==> config.mk <==
export PLATFORM = sky130hd
export DESIGN_NAME = temporizador_mmss
export DESIGN_NICKNAME = d
export VERILOG_FILES = /design/src/rtl/temporizador_mmss.sv
export SDC_FILE = /design/constraint.sdc
export NUM_CORES = 1
export LEC_CHECK = 0
export CORE_ASPECT_RATIO = 0.75
export CORE_MARGIN = 5
export CORE_UTILIZATION = 34
export CTS_BUF_LIST = sky130_fd_sc_hd__clkbuf_8
export CTS_CLUSTER_DIAMETER = 60
export DETAILED_ROUTE_END_ITERATION = 10
export MAX_ROUTING_LAYER = met4
export PLACE_DENSITY = 0.56
export SETUP_SLACK_MARGIN = 0.05
export SLEW_MARGIN = 10
export SYNTH_ARGS = -nofsm -noshare
export SYNTH_HDL_FRONTEND = slang
export SYNTH_SLANG_ARGS = --single-unit
==> constraint.sdc <==
create_clock -name clk -period 3.2 [get_ports clk]
set_input_delay 0.48 -clock clk [delete_from_list [all_inputs] [get_ports clk]]
set_output_delay 0.48 -clock clk [all_outputs]
set_load 0.02 [all_outputs]
==> src/rtl/temporizador_mmss.sv <==
// rtl/temporizador_mmss.sv - MM:SS BCD up/down timer with pause, preset load and optional auto-reload
module temporizador_mmss #(
    parameter int MIN_DIGITS  = 2,
    parameter int CLK_DIV     = 50000000,
    parameter bit AUTO_RELOAD = 1'b0,
    parameter int RST_MIN     = 1
) (
    input  logic                    clk,
    input  logic                    reset,
    input  logic                    load,
    input  logic                    start,
    input  logic                    stop,
    input  logic                    up,
    input  logic [4*MIN_DIGITS-1:0] preset_min,
    input  logic [6:0]              preset_sec,
    output logic [4*MIN_DIGITS-1:0] min_bcd,
    output logic [2:0]              sec_t,
    output logic [3:0]              sec_u,
    output logic                    running,
    output logic                    done,
    output logic                    expired
);
    localparam int MW = 4 * MIN_DIGITS;
    localparam int PW = (CLK_DIV > 1) ? $clog2(CLK_DIV) : 1;
    localparam logic [PW-1:0] PS_LAST = PW'(CLK_DIV - 1);

    function automatic logic [MW-1:0] to_bcd(input int v);
        logic [MW-1:0] b;
        int r;
        b = '0;
        r = v;
        for (int i = 0; i < MIN_DIGITS; i++) begin
            b[4*i +: 4] = 4'(r % 10);
            r = r / 10;
        end
        return b;
    endfunction

    localparam logic [MW-1:0] RST_BCD   = to_bcd(RST_MIN);
    localparam logic [MW-1:0] ALL_NINES = to_bcd(10 ** MIN_DIGITS - 1);

    function automatic logic is_term(input logic [MW-1:0] m, input logic [2:0] t,
                                     input logic [3:0] u, input logic dir_up);
        if (dir_up)
            return (m == ALL_NINES) && (t == 3'd5) && (u == 4'd9);
        else
            return (m == '0) && (t == 3'd0) && (u == 4'd0);
    endfunction

    typedef enum logic [1:0] {IDLE, RUN, PAUSE, DONE} state_t;

    state_t        state;
    logic [MW-1:0] min_q, pre_min;
    logic [2:0]    st_q, pre_st;
    logic [3:0]    su_q, pre_su;
    logic [PW-1:0] presc;

    logic [MW-1:0] sat_min, nmin;
    logic [2:0]    sat_st, nst;
    logic [3:0]    sat_su, nsu;
    logic          cy;
    logic          tick, at_term, nxt_term;

    always_comb begin
        sat_min = preset_min;
        for (int i = 0; i < MIN_DIGITS; i++)
            if (preset_min[4*i +: 4] > 4'd9) sat_min[4*i +: 4] = 4'd9;
        sat_st = (preset_sec[6:4] > 3'd5) ? 3'd5 : preset_sec[6:4];
        sat_su = (preset_sec[3:0] > 4'd9) ? 4'd9 : preset_sec[3:0];
    end

    // Ripple carry/borrow through sec_u -> sec_t -> minute digits; wraps past the top digit
    always_comb begin
        nmin = min_q;
        nst  = st_q;
        nsu  = su_q;
        cy   = 1'b1;
        if (up) begin
            if (su_q == 4'd9) nsu = 4'd0; else begin nsu = su_q + 4'd1; cy = 1'b0; end
            if (cy) begin
                if (st_q == 3'd5) nst = 3'd0; else begin nst = st_q + 3'd1; cy = 1'b0; end
            end
            for (int i = 0; i < MIN_DIGITS; i++) begin
                if (cy) begin
                    if (min_q[4*i +: 4] == 4'd9) nmin[4*i +: 4] = 4'd0;
                    else begin nmin[4*i +: 4] = min_q[4*i +: 4] + 4'd1; cy = 1'b0; end
                end
            end
        end else begin
            if (su_q == 4'd0) nsu = 4'd9; else begin nsu = su_q - 4'd1; cy = 1'b0; end
            if (cy) begin
                if (st_q == 3'd0) nst = 3'd5; else begin nst = st_q - 3'd1; cy = 1'b0; end
            end
            for (int i = 0; i < MIN_DIGITS; i++) begin
                if (cy) begin
                    if (min_q[4*i +: 4] == 4'd0) nmin[4*i +: 4] = 4'd9;
                    else begin nmin[4*i +: 4] = min_q[4*i +: 4] - 4'd1; cy = 1'b0; end
                end
            end
        end
    end

    assign tick     = (presc == PS_LAST);
    assign at_term  = is_term(min_q, st_q, su_q, up);
    assign nxt_term = is_term(nmin, nst, nsu, up);

    always_ff @(posedge clk or negedge reset) begin
        if (!reset) begin
            state   <= IDLE;
            min_q   <= RST_BCD;
            st_q    <= 3'd0;
            su_q    <= 4'd0;
            pre_min <= RST_BCD;
            pre_st  <= 3'd0;
            pre_su  <= 4'd0;
            presc   <= '0;
            done    <= 1'b0;
        end else begin
            done <= 1'b0;
            if (load) begin
                pre_min <= sat_min;
                pre_st  <= sat_st;
                pre_su  <= sat_su;
                min_q   <= sat_min;
                st_q    <= sat_st;
                su_q    <= sat_su;
                presc   <= '0;
                state   <= IDLE;
            end else begin
                case (state)
                    IDLE, PAUSE: begin
                        // stop outranks start even though stop alone does nothing here
                        if (start && !stop) begin
                            if (at_term) begin
                                state <= DONE;
                                done  <= 1'b1;
                            end else begin
                                if (state == IDLE) presc <= '0;
                                state <= RUN;
                            end
                        end
                    end
                    RUN: begin
                        if (stop) begin
                            state <= PAUSE;
                        end else if (tick) begin
                            presc <= '0;
                            if (nxt_term && AUTO_RELOAD) begin
                                min_q <= pre_min;
                                st_q  <= pre_st;
                                su_q  <= pre_su;
                                done  <= 1'b1;
                            end else begin
                                min_q <= nmin;
                                st_q  <= nst;
                                su_q  <= nsu;
                                if (nxt_term) begin
                                    state <= DONE;
                                    done  <= 1'b1;
                                end
                            end
                        end else begin
                            presc <= presc + 1'b1;
                        end
                    end
                    default: ;
                endcase
            end
        end
    end

    assign min_bcd = min_q;
    assign sec_t   = st_q;
    assign sec_u   = su_q;
    assign running = (state == RUN);
    assign expired = (state == DONE);
endmodule

# Yosys cells after proc, flatten, opt, wreduce, memory -nomap -nowiden
# Cells that the tools add are included.
classes:
  add_sub_neg: 9
  mul: 0
  n_div: 0
  n_lt_le_gt_ge: 4
  n_eq_ne: 19
  shift: 0
  muxes: 72
  bitwise_logic: 0
  n_reduce_logical: 26
op_table:
  columns: ["cell", "count"]
  rows:
  - ["2-to-1 mux 26 bit", 6]
  - ["2-to-1 mux 4 bit", 18]
  - ["case mux 26 bit (2 select lines)", 1]
  - ["2-to-1 mux 8 bit", 5]
  - ["2-to-1 mux 3 bit", 10]
  - ["adder 26 x 1 -> 26 bit (second input constant)", 1]
  - ["equality test 26 bit (second input constant)", 1]
  - ["2-to-1 mux 1 bit", 24]
  - ["equality test 4 bit (second input constant)", 4]
  - ["equality test 8 bit (second input constant)", 2]
  - ["zero test 4 bit", 4]
  - ["zero test 8 bit", 2]
  - ["adder 4 x 1 -> 4 bit (second input constant)", 3]
  - ["greater-than comparator 4 bit (second input constant)", 3]
  - ["2-to-1 mux 2 bit", 6]
  - ["inequality test 3 bit (second input constant)", 4]
  - ["subtractor 4 x 1 -> 4 bit (second input constant)", 3]
  - ["logical AND 1 bit", 9]
  - ["inequality test 4 x 3 -> 1 bit (second input constant)", 2]
  - ["equality test 3 bit (second input constant)", 2]
  - ["zero test 3 bit", 2]
  - ["AND reduction 5 bit", 1]
  - ["equality test 2 bit (second input constant)", 2]
  - ["case mux 2 bit (2 select lines)", 1]
  - ["13 further kinds", 14]
totals:
  ff_bits: 44
  latchBits: 0
  ramBits: 0
  mem_bits_ro: 0
  input_bits: 21
  output_inout_bits: 18
  memories: 0

# Depth between registers and ports, before layout
depth:
  depth_word: 18
  depth_mapped: 10
  mapped_depth_nobuf: 8

# Worst setup path after synthesis
# OpenSTA, ideal clock, no wires.
synth_path:
  path_kind: "flip-flop to flip-flop"
  startpoint: "register st_q[0], in the netlist sec_t[0]"
  endpoint: "register done"
  setup_time_ns: 0.103
  arrival_time_ns: 2.576
  slack_ns: 0.520
  stages_incl_launch_ff: 9
  synth_period_minus_slack_ns: 2.680
  path_cell_list: "dfrtp_1 buf_2 or4_4 or4_1 nand2_1 mux2_2 nor4_1 o211ai_1 o41ai_2"
synth_via:
  elab_chain_len: 17
  word_cells_on_any_way: 45
  classes_between: "2 x add/sub; 3 x eq/ne; 29 x mux; 11 x reduce/logical"
synth_lines:
  columns: ["item", "line_no", "source"]
  rows:
  - ["from (decl)", "54", "logic [2:0] st_q, pre_st;"]
  - ["from (signal assigned)", "125", "st_q <= sat_st;"]
  - ["from (signal assigned)", "150", "st_q <= pre_st;"]
  - ["from (signal assigned)", "155", "st_q <= nst;"]
  - ["equality test 3 bit / zero test 3 bit (equally long branches)", null, null]
  - ["2-to-1 mux 1 bit, on equally long branches", "81, 92", null]
  - ["2-to-1 mux 1 bit, on equally long branches", "80, 91", null]
  - ["2-to-1 mux 1 bit", "78", "if (up) begin"]
  - ["2-to-1 mux 1 bit, on equally long branches", "84, 95", null]
  - ["2-to-1 mux 1 bit", "78", null]
  - ["2-to-1 mux 4 bit, on equally long branches", "84, 95", null]
  - ["2-to-1 mux 8 bit", "78", null]
  - ["equality test 8 bit / zero test 8 bit (equally long branches)", "45, 47", null]
  - ["logical AND 1 bit, on equally long branches (2 in series)", "45, 47", null]
  - ["2-to-1 mux 1 bit", "44", "if (dir_up)"]
  - ["2-to-1 mux 1 bit", "157", "if (nxt_term) begin"]
  - ["2-to-1 mux 1 bit", "146", "end else if (tick) begin"]
  - ["2-to-1 mux 1 bit", "144", "if (stop) begin"]
  - ["case mux 1 bit (2 select lines) *", "130", "case (state)"]
  - ["2-to-1 mux 1 bit *", "120", "if (load) begin"]
  - ["to (signal assigned)", "119", "done <= 1'b0;"]
  - ["to (signal assigned)", "136", "done <= 1'b1;"]
  - ["to (signal assigned)", "152", "done <= 1'b1;"]
  - ["to (decl)", "20", "output logic done,"]
# Mark *: on every way between the ends. The rest lies on a longest branch, timed or not. The select of a mux whose other input is x is not followed.
# A chain may end at the register's enable or synchronous reset.

# Worst setup path in the final report
layout_path:
  startpoint: "input up"
  endpoint: "register done"
layout_via:
  elab_chain_len: 10
  word_cells_on_any_way: 22
  classes_between: "3 x eq/ne; 12 x mux; 7 x reduce/logical"
layout_lines:
  columns: ["item", "line_no", "source"]
  rows:
  - ["from (decl)", "13", "input logic up,"]
  - ["2-to-1 mux 8 bit / 2-to-1 mux 3 bit (equally long branches)", "78", null]
  - ["equality test 8 bit (tied with other cells)", "45", "return (m == ALL_NINES) && (t == 3'd5) && (u == 4'd9);"]
  - ["logical AND 1 bit, on equally long branches (2 in series)", "45, 47", null]
  - ["2-to-1 mux 1 bit", "44", null]
  - ["2-to-1 mux 1 bit", "157", null]
  - ["2-to-1 mux 1 bit", "146", null]
  - ["2-to-1 mux 1 bit", "144", null]
  - ["case mux 1 bit (2 select lines) *", "130", null]
  - ["2-to-1 mux 1 bit *", "120", null]
# Mark *: on every way between the ends. The rest lies on a longest branch, timed or not.

==> summary.md <==
| Metric | Value |
|---|---|
| Drt total wl | `roughly 8.7 mm` |
| Largest net degree at the start of global routing | `45` |
| Num Clock Sinks | `between 40 and 50` |
| Fin. max-slew vios | `0` |
| Final-report setup violation count | `0` |
| Synthesized net count | `424` |
| Clock tree buffer depth | `2` |
| CP Cell Sequence | `clkdlybuf4s50_1 -> buf_12 -> nand4b_1 -> buf_4 -> nor4_2 -> buf_4 -> a211oi_1 -> nor3b_1 -> and4_1 -> o211ai_1 -> o41ai_2` |
| # hold bufs at CTS | `0` |
| Cell-internal power | `~0.9 mW` |
| Max VDD drop | `approximately 170 µV` |
| Share of cells above drive strength 1 | `10.4%` |
| # H-tree levels | `2` |
| Vert. Die Dim | `94.0 µm` |
| Clock share of power | `28.7%` |
| Setup crit start kind | `primary input` |
| Most common flop cell mapped by yosys | `dfrtp_1` |
| Crit Path Class | `in2reg` |
| DP HPWL | `6.35 mm` |
| Initial core utilization | `approximately a third` |
| Gr usage total | `approximately 16%` |
| Synth area leaders | `dfrtp_1 (34%), nand2_1 (5.3%), a31oi_1 (4.9%)` |
| Worst r2r src | `sec_t[1]` |
| FF+latch area | `roughly 1100 µm²` |
| Worst hold-check path type | `in2async` |
| Area Growth Syn to Fin | `20.2%` |
| Grt ovf | `0` |
| Max stage delay on crit path | `approximately 0.52 ns` |
| Flops & latches, synth | `44` |
| Final ANT Viol Nets | `0` |
| Async S/R FF share, synth | `100%` |
| Yosys Warn Count | `0` |
| Max-cap viol count | `0` |
| Max_slew headroom | `between 30% and 40%` |
| Reg2Reg Depth | `8` |
| Inserted Clock Buffers | `5` |
| Synthesized area | `approximately 3200 µm²` |
| DRT Pass-1 Iters | `4` |
| Most common cell after layout, fill and taps aside | `nand2_1` |
| Combinational share of power | `a little under a quarter` |
| P_leak | `~1.5 nW` |
| Clock latency on the worst-skew pair | `~0.3 ns` |
| Fin crit share | `86.4%` |
| Unique masters post-synth | `65` |
| Seq/Total Area, Yosys | `roughly a third` |
| Yosys top cell by area | `dfrtp_1` |
| Vias in the first global route | `about 2900` |
| Layout Utilization | `~42%` |
| Status | `finished, final reports clean` |
| Post-synth EDFFs | `0` |
| Total negative slack | `0 ns` |
| Switching share of power | `a little under a third` |
| Reg power frac | `a little under half` |
| Most frequent cells in the layout | `nand2_1 (45), dfrtp_1 (43), nor2_1 (37), clkdlybuf4s50_1 (37), o21ai_0 (30)` |
| Slew @ Worst Pin | `between 0.9 and 1 ns` |
| Syn Inst Count | `approximately 400` |
| Ant. Diodes | `0` |
| RSZ-0062 raised after global routing | `false` |
| Worst Path Required | `between 3 and 4 ns` |
| DR WL/cell | `approximately 15 µm` |
| CTS tree | `built` |
| FF-to-FF End | `presc[7]` |
| Chip width | `approximately 120 µm` |
| Slowest cell on the critical path | `clkdlybuf4s50_1` |
| Filler instances | `around 920` |
| Io pins | `39` |
| Initial antenna violation count | `0` |
| Setup crit end | `done` |
| Routability cong. | `0.864` |
| Area of the multi-input gates | `~1900 µm²` |
| Final min period | `2.76 ns` |
| Core Box Area | `a little over 9000 µm²` |
| Clk pin slew, worst setup/hold paths | `0.09 ns` |
| Top cell by count, worst path | `buf_4` |
| First-pass GRT wire length | `about 14 mm` |
| Power Dens Cells | `approximately 330 nW/µm²` |
| CTS root buf | `clkbuf_8` |
| Critical Path Start | `up` |
| Sw Pwr | `around 0.4 mW` |
| Resize count post-CTS | `0` |
| Final hold viol count | `0` |
| Worst EP arrival | `~3.0 ns` |
| IO buf count | `38` |
| Peak Freq | `362 MHz` |
| CP Max Fanout | `20` |
| Vias/cell | `5.48` |
| Nets | `between 400 and 500` |
| Crit. End Element | `register` |
| DIE AREA | `about 11000 µm²` |
| Vias after detailed routing | `between 3000 and 4000` |
| Post-synthesis area per instance | `about 8.0 µm²` |
| Postcts setup bufs | `0` |
| Initial DRC count | `269` |
| Clock Skews | `approximately 0.0094 ns` |
| DR DRC count | `0` |
| Row cnt | `30` |
| R2R setup slack | `~0.44 ns` |
| Post-synth top area share | `between 30% and 40%` |
critical path, delay by kind of cell:
family,cells,cell delay [ns]
and+or+nand+nor,4,1.00
buffers and inverters,4,1.05
AOI/OAI and AO/OA,3,0.41
cell type report:
class / count / area share (%)
clock inverter: 2 / 0.260
multi-input combinational: 317 / 49.6
sequential: 44 / 28.6
clock buffer: 6 / 2.14
inverter: 15 / 1.46
timing repair buffer: 57 / 13.8
tap: 128 / 4.16
power by group through the flow:
stage / Combinational [mW] / Sequential (mW) / Clock [mW]
floorplan: 0.165 / 0.628 / 0
global placement: 0.305 / 0.616 / 0
detailed placement: 0.305 / 0.617 / 0
CTS: 0.307 / 0.606 / 0.375
global route: 0.335 / 0.610 / 0.397
finish: 0.306 / 0.606 / 0.366
kinds of logic after synthesis:
family | share of synthesized area (%)
AND/OR/NAND/NOR | 31.5
AO/OA/AOI/OAI | 23.2
flip-flops | 34.4
buffers and inverters | 5.98
multiplexers | 2.93
XOR/XNOR | 1.64
adder cells (fa/ha/maj) | 0.391
stage by stage:
stage                     setup WS [ns]  instance area, µm²  hold WS [ns]  power (mW)  instances
after global placement            0.158                3760         0.464       0.921        561
after CTS                         0.430                3850         0.380        1.29        569
after detailed placement          0.124                3760         0.471       0.922        561
final                             0.436                3850         0.335        1.28        569
after global routing              0.220                3850         0.438        1.34        569
after floorplan                   0.520                3200         0.184       0.793        402
cells in the mapped netlist (3+ instances only):
library cell and n:
and2_0 3, or3_1 3, and3_1 3, a32oi_1 3, or4_1 7, nand2_1 45
nor4_1 12, xnor2_1 4, nand2b_1 8, and2_1 6, nor3_1 13, inv_1 14
o21ai_0 30, and4_1 4, mux2_2 3, clkbuf_1 19, mux2i_1 6, a31oi_1 25
nor2_1 37, nand3_1 18, nand4_1 7, o31ai_1 3, a21o_1 3, nand4b_1 3
buf_2 3, a21oi_1 22, o22ai_1 6, dfrtp_1 43
state kept, by name, summed over array words and instances, names as in the netlist:
name	count
sec_u	4
sec_t	3
min_bcd	8
presc	26
done	1
state	2
routing by layer:
metal,vias up,part of all wire [%],GRT usage (%)
li1,1573,-,-
met3,4,4.1,2.41
met2,69,43,23.4
met5,-,0,-
met1,1473,52,22.8
met4,0,0.51,3.08
worst min-delay path by stage:
stage              start         to  slack, ns  cells past startpoint
6_report           reset  presc[20]       0.33                      1
5_1_grt            reset  presc[20]       0.44                      1
4_1_cts            reset  presc[20]       0.38                      1
3_5_place_dp   presc[22]  presc[22]       0.47                      1
3_3_place_gp   presc[22]  presc[22]       0.46                      1
2_1_floorplan      reset       done       0.18                      0
Power figures use the tool's default switching activity.
